File: src/rtl/wta_argmin_tree_pkg.sv
// Shared types and helpers for the winner-take-all argmin reduction tree.
// Candidate fields are sized to the widest supported configuration and zero-extended.
package wta_argmin_tree_pkg;

  localparam int SUM_MAX_W  = 32;
  localparam int DISP_MAX_W = 16;

  localparam logic [SUM_MAX_W-1:0] SUM_ALL_ONES = '1;

  typedef struct packed {
    logic [SUM_MAX_W-1:0]  sum;
    logic [DISP_MAX_W-1:0] disp;
    logic                  tie;
  } cand_t;

  typedef struct packed {
    logic valid;
    logic first;
    logic last;
  } side_t;

  // All-ones value of a w-bit sum, right-aligned in the wide field.
  function automatic logic [SUM_MAX_W-1:0] sum_ones(input int w);
    return SUM_ALL_ONES >> (SUM_MAX_W - w);
  endfunction

  function automatic int num_stages(input int lanes);
    return $clog2(lanes);
  endfunction

endpackage

File: src/rtl/wta_argmin_tree_cmp2.sv
// Pairwise unsigned compare: lower sum wins, equal sums keep operand a and flag a tie.
// Operand a must always be the lower-index (or earlier) candidate.
module wta_cmp2
  import wta_argmin_tree_pkg::*;
(
  input  cand_t a_i,
  input  cand_t b_i,
  output cand_t y_o
);

  always_comb begin
    // NOTE: y_o gets a complete default first, so no branch leaves it unassigned and no latch is inferred.
    y_o = a_i;
    if (b_i.sum < a_i.sum) begin
      y_o = b_i;
    end else if (b_i.sum == a_i.sum) begin
      y_o.tie = 1'b1;
    end
  end

endmodule

File: src/rtl/wta_argmin_tree.sv
// Pipelined argmin over LANES window sums per beat, accumulated across a multi-beat
// sequence; one result pulse per sequence, log2(LANES)+1 cycles after the last beat.
module wta_argmin_tree
  import wta_argmin_tree_pkg::*;
#(
  parameter int LANES  = 4,
  parameter int SUM_W  = 14,
  parameter int DISP_W = 6
) (
  input  logic                    clock,
  input  logic                    reset,
  input  logic                    in_valid,
  input  logic                    in_first,
  input  logic                    in_last,
  input  logic [LANES*SUM_W-1:0]  in_ws,
  input  logic [DISP_W-1:0]       in_disp_base,
  output logic                    out_valid,
  output logic [DISP_W-1:0]       disparity,
  output logic [SUM_W-1:0]        window_sum,
  output logic                    tie
);

  localparam int STAGES = num_stages(LANES);
  localparam int NODES  = LANES - 1;

  logic [DISP_W-1:0] lane_disp [LANES];
  cand_t             leaf      [LANES];
  cand_t             node_d    [NODES];
  cand_t             node_q    [NODES];
  side_t             side_q    [STAGES];

  cand_t acc_q, acc_cmp, acc_d;
  cand_t out_q;
  logic  open_q;
  logic  fin_valid_q;
  logic  out_valid_q;
  logic  start_seq;
  side_t root_side;

  for (genvar i = 0; i < LANES; i++) begin : g_leaf
    assign lane_disp[i] = in_disp_base + DISP_W'(i);
    assign leaf[i] = '{sum:  SUM_MAX_W'(in_ws[i*SUM_W +: SUM_W]),
                       disp: DISP_MAX_W'(lane_disp[i]),
                       tie:  1'b0};
  end

  // Heap-ordered tree: node k has children 2k+1 and 2k+2; indices >= NODES are leaves,
  // laid out left to right so the left child always covers the lower lanes.
  for (genvar k = 0; k < NODES; k++) begin : g_node
    localparam int L = 2*k + 1;
    localparam int R = 2*k + 2;
    cand_t a, b;
    if (L >= NODES) begin : g_from_leaf
      assign a = leaf[L-NODES];
      assign b = leaf[R-NODES];
    end else begin : g_from_node
      assign a = node_q[L];
      assign b = node_q[R];
    end
    wta_cmp2 u_cmp (
      .a_i (a),
      .b_i (b),
      .y_o (node_d[k])
    );
  end

  // NOTE: datapath registers carry no reset; the valid sideband alone qualifies them.
  always_ff @(posedge clock) begin
    // NOTE: sequential state is always updated with non-blocking assignments.
    node_q <= node_d;
  end

  always_ff @(posedge clock) begin
    if (reset) begin
      for (int s = 0; s < STAGES; s++) side_q[s] <= '0;
    end else begin
      side_q[0] <= '{valid: in_valid, first: in_first, last: in_last};
      for (int s = 1; s < STAGES; s++) side_q[s] <= side_q[s-1];
    end
  end

  assign root_side = side_q[STAGES-1];

  // The stored best is the earlier operand, so equal sums keep the earlier disparity.
  wta_cmp2 u_acc_cmp (
    .a_i (acc_q),
    .b_i (node_q[0]),
    .y_o (acc_cmp)
  );

  always_comb begin
    start_seq = root_side.first | ~open_q;
    acc_d     = start_seq ? node_q[0] : acc_cmp;
  end

  always_ff @(posedge clock) begin
    if (reset) begin
      open_q      <= 1'b0;
      fin_valid_q <= 1'b0;
    end else begin
      fin_valid_q <= root_side.valid & root_side.last;
      if (root_side.valid) open_q <= ~root_side.last;
    end
  end

  always_ff @(posedge clock) begin
    if (root_side.valid) acc_q <= acc_d;
  end

  always_ff @(posedge clock) begin
    if (reset) begin
      out_valid_q <= 1'b0;
      out_q       <= '{sum: sum_ones(SUM_W), disp: '0, tie: 1'b0};
    end else begin
      out_valid_q <= fin_valid_q;
      if (fin_valid_q) out_q <= acc_q;
    end
  end

  assign out_valid  = out_valid_q;
  assign disparity  = out_q.disp[DISP_W-1:0];
  assign window_sum = out_q.sum[SUM_W-1:0];
  assign tie        = out_q.tie;

  // Upper bits of the wide fields are always zero here.
  logic unused_out_hi;
  assign unused_out_hi = ^{out_q.sum, out_q.disp};

endmodule

File: config.mk
export PLATFORM = sky130hd
export DESIGN_NAME = wta_argmin_tree
export DESIGN_NICKNAME = d
export VERILOG_FILES = /design/src/rtl/wta_argmin_tree_pkg.sv /design/src/rtl/wta_argmin_tree_cmp2.sv /design/src/rtl/wta_argmin_tree.sv
export SDC_FILE = /design/constraint.sdc
export NUM_CORES = 1
export LEC_CHECK = 0
export CORE_MARGIN = 2
export CORE_UTILIZATION = 57
export DETAILED_ROUTE_END_ITERATION = 12
export DONT_BUFFER_PORTS = 1
export PLACE_DENSITY = 0.75
export SYNTH_ARGS = -nofsm -noshare
export SYNTH_HDL_FRONTEND = slang
export SYNTH_SLANG_ARGS = --single-unit
File: constraint.sdc
create_clock -name clock -period 2.89 [get_ports clock]
set_input_delay 0.289 -clock clock [delete_from_list [all_inputs] [get_ports clock]]
set_output_delay 0.289 -clock clock [all_outputs]
set_load 0.005 [all_outputs]
== Word-level counts from Yosys, hierarchy flattened ==
Memories as Yosys holds them, arrays and structs flattened.
Cells that the tools add are included.
Operators by class
  add/subtract/negate cells: 3
  $lt $le $gt $ge: 4
  eq/ne operators: 4
  mux-type cells: 16
  bitwise gates (word level): 6
  reduce and logical (&&, ||, !) cells: 4
Operator list (count)
  two-way mux 48 bit: 2
  equality test 32 bit: 2
  less-than comparator 32 bit: 2
  two-way mux 30 bit: 2
  two-way mux 49 bit: 1
  equality test 14 bit: 2
  less-than comparator 14 bit: 2
  adder 6 x 2 -> 6 bit (second input constant): 2
  two-way mux 1 bit: 9
  adder 6 x 1 -> 6 bit (second input constant): 1
  two-way mux 3 bit: 2
  AND reduction 2 bit: 2
  bitwise OR 1 bit: 3
  nonzero test 3 bit: 1
  NOT 1 bit: 2
  nonzero test 2 bit: 1
  AND 1 bit: 1
Word-level totals
  flip-flop bits (word level): 210
  RAM bits: 6
  input bits: 67
  word-level logic and storage cells: 56
  memories kept: 1
Memory list
  side_q: depth 2, bits a word 3, read ports 2, clocked after Yosys merged registers in 0, wr ports 2, RTL line wta_argmin_tree.sv:30  | side_t side_q [STAGES];

== Longest topological paths before layout ==
Gate-level depths: netlist of the first run.
  word-level depth: 4
  depth in mapped cells: 9
  depth with buffers taken out: 8

== Hierarchy ==
From an unflattened synthesis of the first run, not the netlist that was laid out.
Second synthesis, totals
  cells, all modules: 1045
  area total of the unflattened synthesis: 11999.0 µm²
Modules (own cells, without submodules)
  wta_argmin_tree: instances 1, cells an instance 373, area an instance 6328.6 µm², sequential area each 5014.8 µm²
  wta_cmp2: instances 4, cells an instance 168, area an instance 1417.6 µm², sequential area each 0.0 µm²

== Worst setup path after synthesis of the first run ==
OpenSTA, ideal clock, no wires.
  kind: register to register
  start: register acc_q[18] (netlist name)
  end: register acc_q[17] (netlist name) (enable)
  library setup time: 0.399 ns
  arrival: 2.306 ns
  required time: 2.491 ns
  path slack: 0.185 ns
  stages on the path, launching flop included: 9
  path buffers: 0
  clock period less this slack: 2.705 ns
  cells stage by stage: edfxtp_1 inv_1 ha_1 nor2b_1 o21bai_1 a21o_1 a31oi_1 o311a_1 nor2b_1
On the way
  longest elaborated chain between the ends: 3
RTL lines
  start, declared: RTL line wta_argmin_tree.sv:32  | cand_t acc_q, acc_cmp, acc_d;
  start signal, assigned: RTL line wta_argmin_tree.sv:107  | if (root_side.valid) acc_q <= acc_d;
  less-than comparator 32 bit: RTL line wta_argmin_tree_cmp2.sv:14  | if (b_i.sum < a_i.sum) begin
  nonzero test 2 bit (no line)
  AND reduction 2 bit (no line)
No other way between the ends.
A chain may end at the register's enable or synchronous reset.

==> results of run 1 <==
critical path: stages:
cell           delay [ns]
inv_1                0.02
ha_1                 0.33
nand4_1              0.15
a21oi_1              0.19
a211oi_1             0.09
o21ai_2              0.88
mux2_2               0.43
dlygate4sd3_1        0.56
Yosys cell counts (2+ instances only):
cell type / count
dfxtp_1: 93
inv_1: 64
ha_1: 60
mux2_2: 28
nor2b_1: 28
edfxtp_1: 21
mux2_4: 19
nor2_1: 16
a21oi_1: 15
nand2_1: 15
a211o_1: 14
a21o_1: 11
mux2i_1: 10
o21ai_0: 8
and4_1: 5
clkbuf_1: 5
nand3_1: 5
nand4_1: 5
xor2_1: 5
buf_6: 4
xnor2_1: 4
buf_2: 3
a221oi_2: 2
a31oi_1: 2
nand2b_1: 2
nor4b_1: 2
o21a_1: 2
o21bai_1: 2
or2_2: 2
or4_1: 2
sequential cells by signal, summed over array words and instances (netlist names):
signal       count
acc_q           21
disparity        6
fin_valid_q      1
g_node.a        21
g_node.b        21
node_q          21
open_q           1
out_valid        1
side_q           6
tie              1
window_sum      14
final cells by class:
cell class / instances / area [um2] / share of cell area
multi-input combinational: 277 / 2480 / 0.373
sequential: 114 / 2490 / 0.374
timing repair buffer: 70 / 691 / 0.104
tap: 111 / 139 / 0.0209
inverter: 64 / 240 / 0.0361
clock inverter: 14 / 174 / 0.0261
clock buffer: 18 / 439 / 0.0659
layer usage:
| layer | part of all wire | global-route usage | routed length (um) |
|---|---|---|---|
| met1 | 0.41 | 0.238 | 4350 |
| met2 | 0.50 | 0.381 | 5240 |
| met3 | 0.065 | 0.0891 | 684 |
| met4 | 0.024 | 0.101 | 258 |
| met5 | 0 | 0 | 0 |
repair_timing:
| action | 4_1_cts | 5_1_grt |
|---|---|---|
| endpoints found under the setup margin | 0 | 0 |
| endpoints found under the hold margin | 70 | 0 |
| hold buffers | 66 | 0 |
kinds of logic after synthesis:
logic type	after synthesis	share of synthesized area
AOI/OAI and AO/OA	64	0.0881
adders and majority gates	60	0.142
xor gates and xnor gates	9	0.0149
and+or+nand+nor	87	0.0921
buffers and inverters	76	0.0602
DFF	114	0.471
muxes	57	0.132
how the worst min path moves through the flow:
stage / slack (ns) / cells past startpoint / to
floorplan: 0.39 / 0 / acc_q[1]
global placement: 0.36 / 1 / out_valid
detailed placement: 0.36 / 1 / out_valid
CTS: 0.02 / 3 / g_node[0].b[6]
global route: 0.05 / 3 / g_node[0].b[6]
finish: 0.04 / 3 / g_node[0].b[6]
through the flow:
stage           util  area, um2  power, mW  std cells  worst slack (ns)
5_1_grt        0.731       6660       4.96        668             0.208
4_1_cts        0.731       6660       4.77        668             0.440
3_5_place_dp   0.591       5390       2.53        570             0.440
6_report       0.731       6660       4.74        668             0.343
2_1_floorplan      -       5300       2.42        467             0.185
3_3_place_gp   0.591       5390       2.49        570             0.476
power by group through the flow:
stage	Combinational (mW)	Sequential (mW)	Clock (mW)
floorplan	0.529	1.89	0
global placement	0.576	1.92	0
detailed placement	0.611	1.92	0
CTS	0.730	1.89	2.15
global route	0.822	1.91	2.23
finish	0.737	1.89	2.11
cell usage in the layout (no fill, tap or decap), drive strengths merged, types with 3 or more instances in the layout:
| cell | Yosys | layout |
|---|---|---|
| dfxtp | 93 | 93 |
| inv | 64 | 70 |
| dlygate4sd3 | 0 | 66 |
| ha | 60 | 60 |
| mux2 | 47 | 47 |
| nor2b | 28 | 28 |
| edfxtp | 21 | 21 |
| clkbuf | 5 | 18 |
| nor2 | 16 | 16 |
| a21oi | 15 | 15 |
| nand2 | 15 | 15 |
| a211o | 14 | 14 |
| a21o | 11 | 11 |
| mux2i | 10 | 10 |
| o21ai | 10 | 10 |
| nand3 | 6 | 6 |
| xor2 | 5 | 5 |
| and4 | 5 | 5 |
| nand4 | 5 | 5 |
| clkinv | 0 | 5 |
| xnor2 | 4 | 4 |
| buf | 7 | 4 |
| bufinv | 0 | 3 |
==> run summary, run 1 <==
Tmin final: 2.55 ns
ant diodes: 0
Area Growth Syn to Fin: 25.8%
Yosys cell types: 43
top_reg_cell synth: dfxtp_1
clock network fraction of design power: 0.445
Clock Skews: 0.00701 ns
layout filler cell count: 596
max-cap violation count: 0
Slew Limit Fails: 0
Worst Path Arrival: 2.94 ns
Crit. End Element: flip-flop
endpoints failing hold: 0
Setup crit start kind: primary input
RSZ-0062 raised after global routing: false
drt first-iter violations: 86
die area: 0.0101 mm2
Sw Ratio: 0.238
asr flop ratio synth: 0
P_sw: 1.13 mW
GP Congestion: 0.752
f_max: 393 MHz
dominant cells by area after synthesis: dfxtp_1 (35%), ha_1 (14%), edfxtp_1 (12%)
LEAKAGE: 3.03 nW
DR vias: 3498
DRC Markers: 0
Worst Tran Pin Value: 1.11 ns
port bufs: 0
Post-DP HPWL: 6890 um
final setup violating endpoints: 0
r2r endpoint: node_q[99]
CTS-repair resized insts: 0
Worst R2R Path Depth: 9
I/O Pins: 89
post-synth net total: 594
outcome: finished clean
Root Buffer: clkbuf_8
Comb power frac: 0.156
Reg clk slew, reported paths: 0.06 ns
Clk Latency, worst-skew pair: 0.50 ns
clock net sink count: 114
final setup TNS: 0 ns
FP Rows: 35
Crit path required time: 3.28 ns
Syn Area/Cell: 11.3 um2
Chip Width: 100 um
# nets final: 671
# Post-CTS Setup Buffers: 0
Synth Instances: 467
CTS tree: yes
H-Tree Depth: 4
pwr dens: 712 mW/mm2
synth warn: 0
reg-to-reg setup timing slack: 0.52 ns
fin crit share: 0.881
slew margin rel.: 0.259
Yosys reg bits: 114
maximum root-to-sink buffer count: 2
layout cells sized above 1: 0.165
drt via density: 5.24
router iterations before antenna repair: 4
crit path capture: g_node[0].b[22]
Initial Util: 0.581
share of the synthesized area in the top cell type: 0.352
VDD IR max: 373 uV
Crit Path Max Fanout: 24
cts bufs inserted: 17
largest net degree at the start of global routing: 37
global-route usage over all layers: 0.221
initial antenna violation count: 0
first-pass GRT wire length: 17000 um
core area: 0.00911 mm2
Seq pwr share: 0.399
Cell Int Power: 3.61 mW
WHS: 0.0395 ns
crit path kind: in2reg
RR Startpoint: g_node[0].a[27]
final wirelength: 10500 um
DR WL/cell: 15.8 um
Hold Crit Class: in2reg
Critical Path Source: in_ws[32]
Post-synth EDFFs: 21
vias in the first global route: 3812
die height: 100 um
Remaining Overflow, GRT: 0
leading area contributor after synthesis: dfxtp_1
Hold Crit Start: in_disp_base[0]
Antenna Violating Nets Remaining: 0
sequential fraction of the synthesis area: 0.471
Mapped Area: 0.00530 mm2
Note: power is estimated with default switching activity, not from simulation.
==> run 2: changes to the inputs <==
- clock period: 2.89 -> 2.1 ns (I/O delays scaled with it)
==> run 2 against run 1 <==
The run now ends with negative setup slack left. First-iteration DRC count rose by 110%. Core utilization rose by 3.0 points. Register-to-register slack got worse by 0.65 ns. Sequential power rose by 39%. Wire length rose by 12%. Total power rose by 38%. Non-clock buffer count rose by 12. Via count rose by 6.0%. Critical endpoint is now node_q[125]. Largest cell class is now multi-input gates. Highest routed layer unchanged.
==> run summary, run 2 (same netlist as run 1, synthesis figures left out) <==
Cell Area, Placed: 0.00546 mm2 (+1.3%)
Worst R2R Path Depth: 10 (+1)
LEAKAGE: 3.10 nW (+2.3%)
Crit path max-delay family: compound AO/OA/AOI/OAI gates
Clk Latency, worst-skew pair: 0.51 ns (about the same)
crit path kind: reg2reg
Chip Width: 100 um (unchanged)
Crit. End Element: flip-flop
most frequent cells in the layout: dfxtp_1 (84), dlygate4sd3_1 (67), inv_1 (60)
drt first-iter violations: 179 (+110%)
ant diodes: 0 (unchanged)
Reg clk slew, reported paths: 0.06 ns (about the same)
CTS tree: yes
vias in the first global route: 4050 (+6.2%)
VDD IR max: 457 uV (+23%)
core area: 0.00911 mm2 (unchanged)
CP peak stage delay: 0.33 ns (-0.55 ns)
global-route usage over all layers: 0.245 (+0.0234)
commonest non-fill, non-tap cell in the layout: dfxtp_1
Min-Delay Endpoint: g_node[0].b[3]
Hold Crit Class: in2reg
Post-DP HPWL: 6850 um (-0.62%)
final setup margin: -0.134 ns (-0.477 ns)
Worst Path Arrival: 2.62 ns (-0.32 ns)
final wirelength: 11800 um (+12%)
fin crit share: 1.06
dpl cells: 572 (+0.35%)
I/O Pins: 89 (unchanged)
DR vias: 3709 (+6.0%)
H-Tree Depth: 4 (unchanged)
RSZ-0062 raised after global routing: true
Initial Util: 0.581 (unchanged)
DR WL/cell: 17.3 um (+9.9%)
Crit path required time: 2.49 ns (-0.79 ns)
max-cap violation count: 0 (unchanged)
maximum root-to-sink buffer count: 2 (unchanged)
Area Growth Syn to Fin: 30.9%
FP Rows: 35 (unchanged)
cell area after layout: 0.00693 mm2 (+4.1%)
failing checks: negative setup slack
cts bufs inserted: 17 (unchanged)
crit-path cells: inv_2 > ha_4 > nor2b_4 > o21a_1 > o21a_1 > o211ai_1 > nand3_2 > buf_6 > buf_16 > mux2_4
largest net degree at the start of global routing: 31 (-16%)
Critical Path Slowest Stage Cell: dfxtp_2
die area: 0.0101 mm2 (unchanged)
slew margin rel.: 0.304 (+0.0449)
outcome: complete, but fails checks
Slew Limit Fails: 0 (unchanged)
# nets final: 683 (+1.8%)
Clock Skews: 0.0142 ns (+0.00723 ns)
hold path depth: 3 (unchanged)
Worst Tran Pin Value: 1.04 ns (-0.0707 ns)
Antenna Violating Nets Remaining: 0 (unchanged)
router iterations before antenna repair: 4 (unchanged)
Non-Filler Instances: 680 (+1.8%)
reg-to-reg setup timing slack: -0.13 ns (-0.65 ns)
Worst path most repeated cell: o21a_1
Root Buffer: clkbuf_8
drt via density: 5.45 (+4.2%)
layout cells sized above 1: 0.228 (+0.0633)
Remaining Overflow, GRT: 0 (unchanged)
initial antenna violation count: 0 (unchanged)
Crit Path Max Fanout: 5 (-79%)
port bufs: 0 (unchanged)
f_max: 448 MHz
Hold Crit Start: in_disp_base[1]
first-pass GRT wire length: 18800 um (+10%)
die height: 100 um (unchanged)
GP Congestion: 0.754 (+0.19%)
RR Startpoint: g_node[0].a[18]
final setup violating endpoints: 40 (+40)
DRC Markers: 0 (unchanged)
CP bufs+invs: 3 (+1)
clock net sink count: 114 (unchanged)
total power draw: 6.53 mW (+38%)
Tmin final: 2.23 ns
endpoints failing hold: 0 (unchanged)
r2r endpoint: node_q[125]
pwr dens: 942 mW/mm2 (+32%)
Setup crit start kind: flip-flop
==> run 2: cell types whose count changed in the layout (fill, tap and decap cells not counted), moves of 3 or more <==
| cell | previous run | this run |
|---|---|---|
| nor2b_1 | 28 | 25 |
| dfxtp_2 | 0 | 9 |
| buf_6 | 0 | 3 |
| a21oi_2 | 0 | 3 |
| a21oi_1 | 15 | 12 |
| nor2b_4 | 0 | 3 |
| dfxtp_1 | 93 | 84 |
| inv_1 | 64 | 60 |
| buf_12 | 0 | 4 |
| inv_2 | 0 | 4 |
| ha_4 | 0 | 6 |
| ha_1 | 60 | 54 |
==> run 2: worst max-delay path by stage <==
stage / slack, ns / from / to / cells past startpoint
after CTS: -0.08 / acc_q[18] / acc_q[17] / 9
after global placement: 0.006 / acc_q[22] / acc_q[3] / 9
after floorplan: -0.03 / acc_q[18] / acc_q[17] / 8
after detailed placement: -0.03 / acc_q[22] / acc_q[6] / 9
final: -0.13 / g_node[0].a[18] / node_q[125] / 10
after global routing: -0.20 / g_node[0].a[18] / node_q[100] / 10
==> run 2: area by class of cell <==
class,count,area (um2)
fillers,521,2180
multi-input cells,277,2600
inverters,64,240
clock buffers,18,439
flip-flops and latches,114,2500
clock inverters,14,128
well taps,111,139
repair buffers,82,882
==> run 2: tightest hold or removal path, delay by kind of cell <==
kind	cells	cell delay, ns
buffers and inverters	1	0.08
AO/OA/AOI/OAI	1	0.06
adder cells (fa/ha/maj)	1	0.15
==> run 2: metal layers <==
metal,global-route usage,share of wire
met2,0.444,0.51
met3,0.0696,0.058
met5,0,0
met1,0.256,0.41
met4,0.126,0.020
==> run 2: report_power, final <==
part	internal (mW)	total, mW	leakage [nW]	switching (mW)
Combinational	0.727	1.24	1.85	0.516
Sequential	2.49	2.62	0.968	0.129
Clock	1.65	2.67	0.277	1.02
==> run 2: metrics by stage <==
step	util	hold slack [ns]	setup WS (ns)	setup TNS (ns)
CTS	0.754	0.00837	-0.0835	-2.33
floorplan	-	0.307	-0.0327	-0.653
global route	0.761	0.0222	-0.199	-5.96
global placement	0.599	0.285	0.00614	0
detailed placement	0.599	0.285	-0.0269	-0.522
finish	0.761	0.0312	-0.134	-3.30
==> run 2: timing repair <==
action,CTS,global route
setup endpoints to repair,40,42
gates cloned,2,2
buffers inserted,2,5
endpoints found under the hold margin,70,0
pin swaps,8,3
hold buffers,67,0
resized for setup,23,12
==> run 3: changes to the inputs <==
- GPL_TIMING_DRIVEN: not set -> 0
- MAX_ROUTING_LAYER: not set -> met4
==> run 3 against run 2 <==
The flow still finishes with violations (negative setup slack). Core utilization grew 0.92 points. Setup slack is essentially flat. Highest routed layer unchanged. Clock-buffer cell count grew 4. Hold slack gained 0.011 ns. First-iteration DRC count shrank 20%. Wire length grew 9.8%. Largest cell class unchanged. Non-clock buffer count grew 15. Clock power shrank 8.2%. Sequential share of layout area shrank 0.43 points. Critical path type unchanged.
==> run summary, run 3 (same netlist as run 1, synthesis figures left out) <==
final setup violating endpoints: 40 (unchanged)
Hold Crit Class: in2reg
Worst Tran Pin Value: 0.469 ns (-0.571 ns)
drt via density: 5.43 (-0.48%)
Critical Path Slowest Stage Cell: dfxtp_2
first-pass GRT wire length: 19900 um (+5.9%)
Slew Limit Fails: 0 (unchanged)
failing checks: negative setup slack
Setup crit start kind: flip-flop
crit path kind: reg2reg
Chip Width: 100 um (unchanged)
commonest non-fill, non-tap cell in the layout: dfxtp_1
cell area after layout: 0.00702 mm2 (+1.2%)
WHS: 0.0424 ns (+0.0112 ns)
Crit path max-delay family: compound AO/OA/AOI/OAI gates
DRC Markers: 0 (unchanged)
RR Startpoint: g_node[0].a[28]
crit-path cells: inv_2 > ha_4 > and3_4 > a221oi_2 > nor2b_1 > o21ai_1 > nand3_2 > buf_6 > buf_12 > mux2_4
Worst Path Arrival: 2.62 ns (about the same)
Reg clk slew, reported paths: 0.06 ns (about the same)
vias in the first global route: 4191 (+3.5%)
# nets final: 699 (+2.3%)
initial antenna violation count: 0 (unchanged)
max-cap violation count: 0 (unchanged)
Antenna Violating Nets Remaining: 0 (unchanged)
dpl cells: 578 (+1.0%)
final wirelength: 12900 um (+9.8%)
largest net degree at the start of global routing: 17 (-45%)
DR WL/cell: 18.6 um (+7.3%)
Non-Filler Instances: 696 (+2.4%)
Clk Latency, worst-skew pair: 0.51 ns (about the same)
CTS tree: yes
hold path depth: 3 (unchanged)
core area: 0.00911 mm2 (unchanged)
clock net sink count: 114 (unchanged)
Min-Delay Endpoint: g_node[0].b[3]
pwr dens: 914 mW/mm2 (-2.9%)
Tmin final: 2.23 ns (+0.000189 ns)
Worst R2R Path Depth: 10 (unchanged)
Cell Area, Placed: 0.00544 mm2 (-0.30%)
Post-DP HPWL: 7260 um (+6.0%)
router iterations before antenna repair: 4 (unchanged)
Crit. End Element: flip-flop
cts bufs inserted: 17 (unchanged)
I/O Pins: 89 (unchanged)
FP Rows: 35 (unchanged)
CP peak stage delay: 0.32 ns (about the same)
multi-input logic area: 0.00265 mm2 (+1.8%)
fin crit share: 1.06 (about the same)
Crit path required time: 2.49 ns (about the same)
r2r endpoint: node_q[100]
DR vias: 3778 (+1.9%)
H-Tree Depth: 4 (unchanged)
total power draw: 6.42 mW (-1.7%)
port bufs: 0 (unchanged)
Place WS: -0.322 ns (-0.295 ns)
die area: 0.0101 mm2 (unchanged)
Final Util: 0.770 (+0.00920)
GP Congestion: 0.865 (+15%)
Remaining Overflow, GRT: 0 (unchanged)
outcome: complete, but fails checks
LEAKAGE: 3.12 nW (+0.93%)
sequential cell area: 0.00250 mm2 (unchanged)
Initial Util: 0.581 (unchanged)
global-route usage over all layers: 0.266 (+0.0211)
final setup TNS: -2.61 ns (+0.688 ns)
maximum root-to-sink buffer count: 2 (unchanged)
reg-to-reg setup timing slack: -0.13 ns (about the same)
slew margin rel.: 0.687 (+0.383)
RSZ-0062 raised after global routing: true
Area Growth Syn to Fin: 32.5%
Clock Skews: 0.0146 ns (+0.000379 ns)
Root Buffer: clkbuf_8
CP bufs+invs: 3 (unchanged)
die height: 100 um (unchanged)
VDD IR max: 420 uV (-8.1%)
final setup margin: -0.135 ns (-0.000189 ns)
Crit Path Max Fanout: 5 (unchanged)
layout filler cell count: 539 (+3.5%)
Hold Crit Start: in_disp_base[1]
drt first-iter violations: 143 (-20%)
most frequent cells in the layout: dfxtp_1 (84), dlygate4sd3_1 (67), inv_1 (59)
f_max: 448 MHz (about the same)
layout cells sized above 1: 0.236 (+0.00743)
endpoints failing hold: 0 (unchanged)
ant diodes: 0 (unchanged)
## run 3: cell count changes in the layout (fill, tap and decap cells not counted), sizes merged
cell	delta
inv	-3
nor2b	+1
clkbuf	+8
bufinv	-1
buf	+11
## run 3: where the power goes
part	switching, mW	leakage (nW)	internal (mW)
sequential	0.134	0.968	2.49
clock	0.954	0.251	1.50
combinational	0.559	1.90	0.776
## run 3: worst max-delay path by stage
stage | from | depth (start not counted) | endpoint | slack [ns]
detailed placement | acc_q[26] | 8 | acc_q[3] | -0.32
global route | g_node[0].a[28] | 10 | node_q[100] | -0.17
CTS | g_node[0].a[18] | 10 | node_q[100] | -0.04
floorplan | acc_q[18] | 8 | acc_q[17] | -0.03
finish | g_node[0].a[28] | 10 | node_q[100] | -0.13
global placement | acc_q[18] | 8 | acc_q[5] | -0.29
## run 3: routing by layer
| layer | up-vias | GRT usage | wire [um] | share of wire |
|---|---|---|---|---|
| met1 | 1777 | 0.275 | 5050 | 0.39 |
| met5 | - | - | 0 | 0 |
| li1 | 1835 | - | - | - |
| met2 | 139 | 0.477 | 6840 | 0.53 |
| met4 | 0 | 0.110 | 345 | 0.027 |
| met3 | 27 | 0.0696 | 701 | 0.054 |
## run 3: what timing repair did
item,in CTS,in global routing
cloned,3,0
buffers inserted,8,8
hold buffers,67,0
endpoints found under the setup margin,40,55
pin swaps,9,9
hold endpoints to repair,43,0
resized for setup,23,27
## run 3: worst register-to-register path, stage by stage, from the launching register on
cell      delay [ns]
dfxtp_2         0.32
inv_2           0.09
ha_4            0.21
and3_4          0.18
a221oi_2        0.29
nor2b_1         0.09
o21ai_1         0.19
nand3_2         0.13
buf_6           0.17
buf_12          0.14
mux2_4          0.30
## run 3: cell type report
class | instances | area share
repair buffers | 85 | 0.124
plain buffers | 12 | 0.0143
multi-input cells | 278 | 0.377
clock buffers | 22 | 0.0647
inverters | 64 | 0.0342
flip-flops and latches | 114 | 0.357
clock inverters | 10 | 0.00838
well taps | 111 | 0.0198
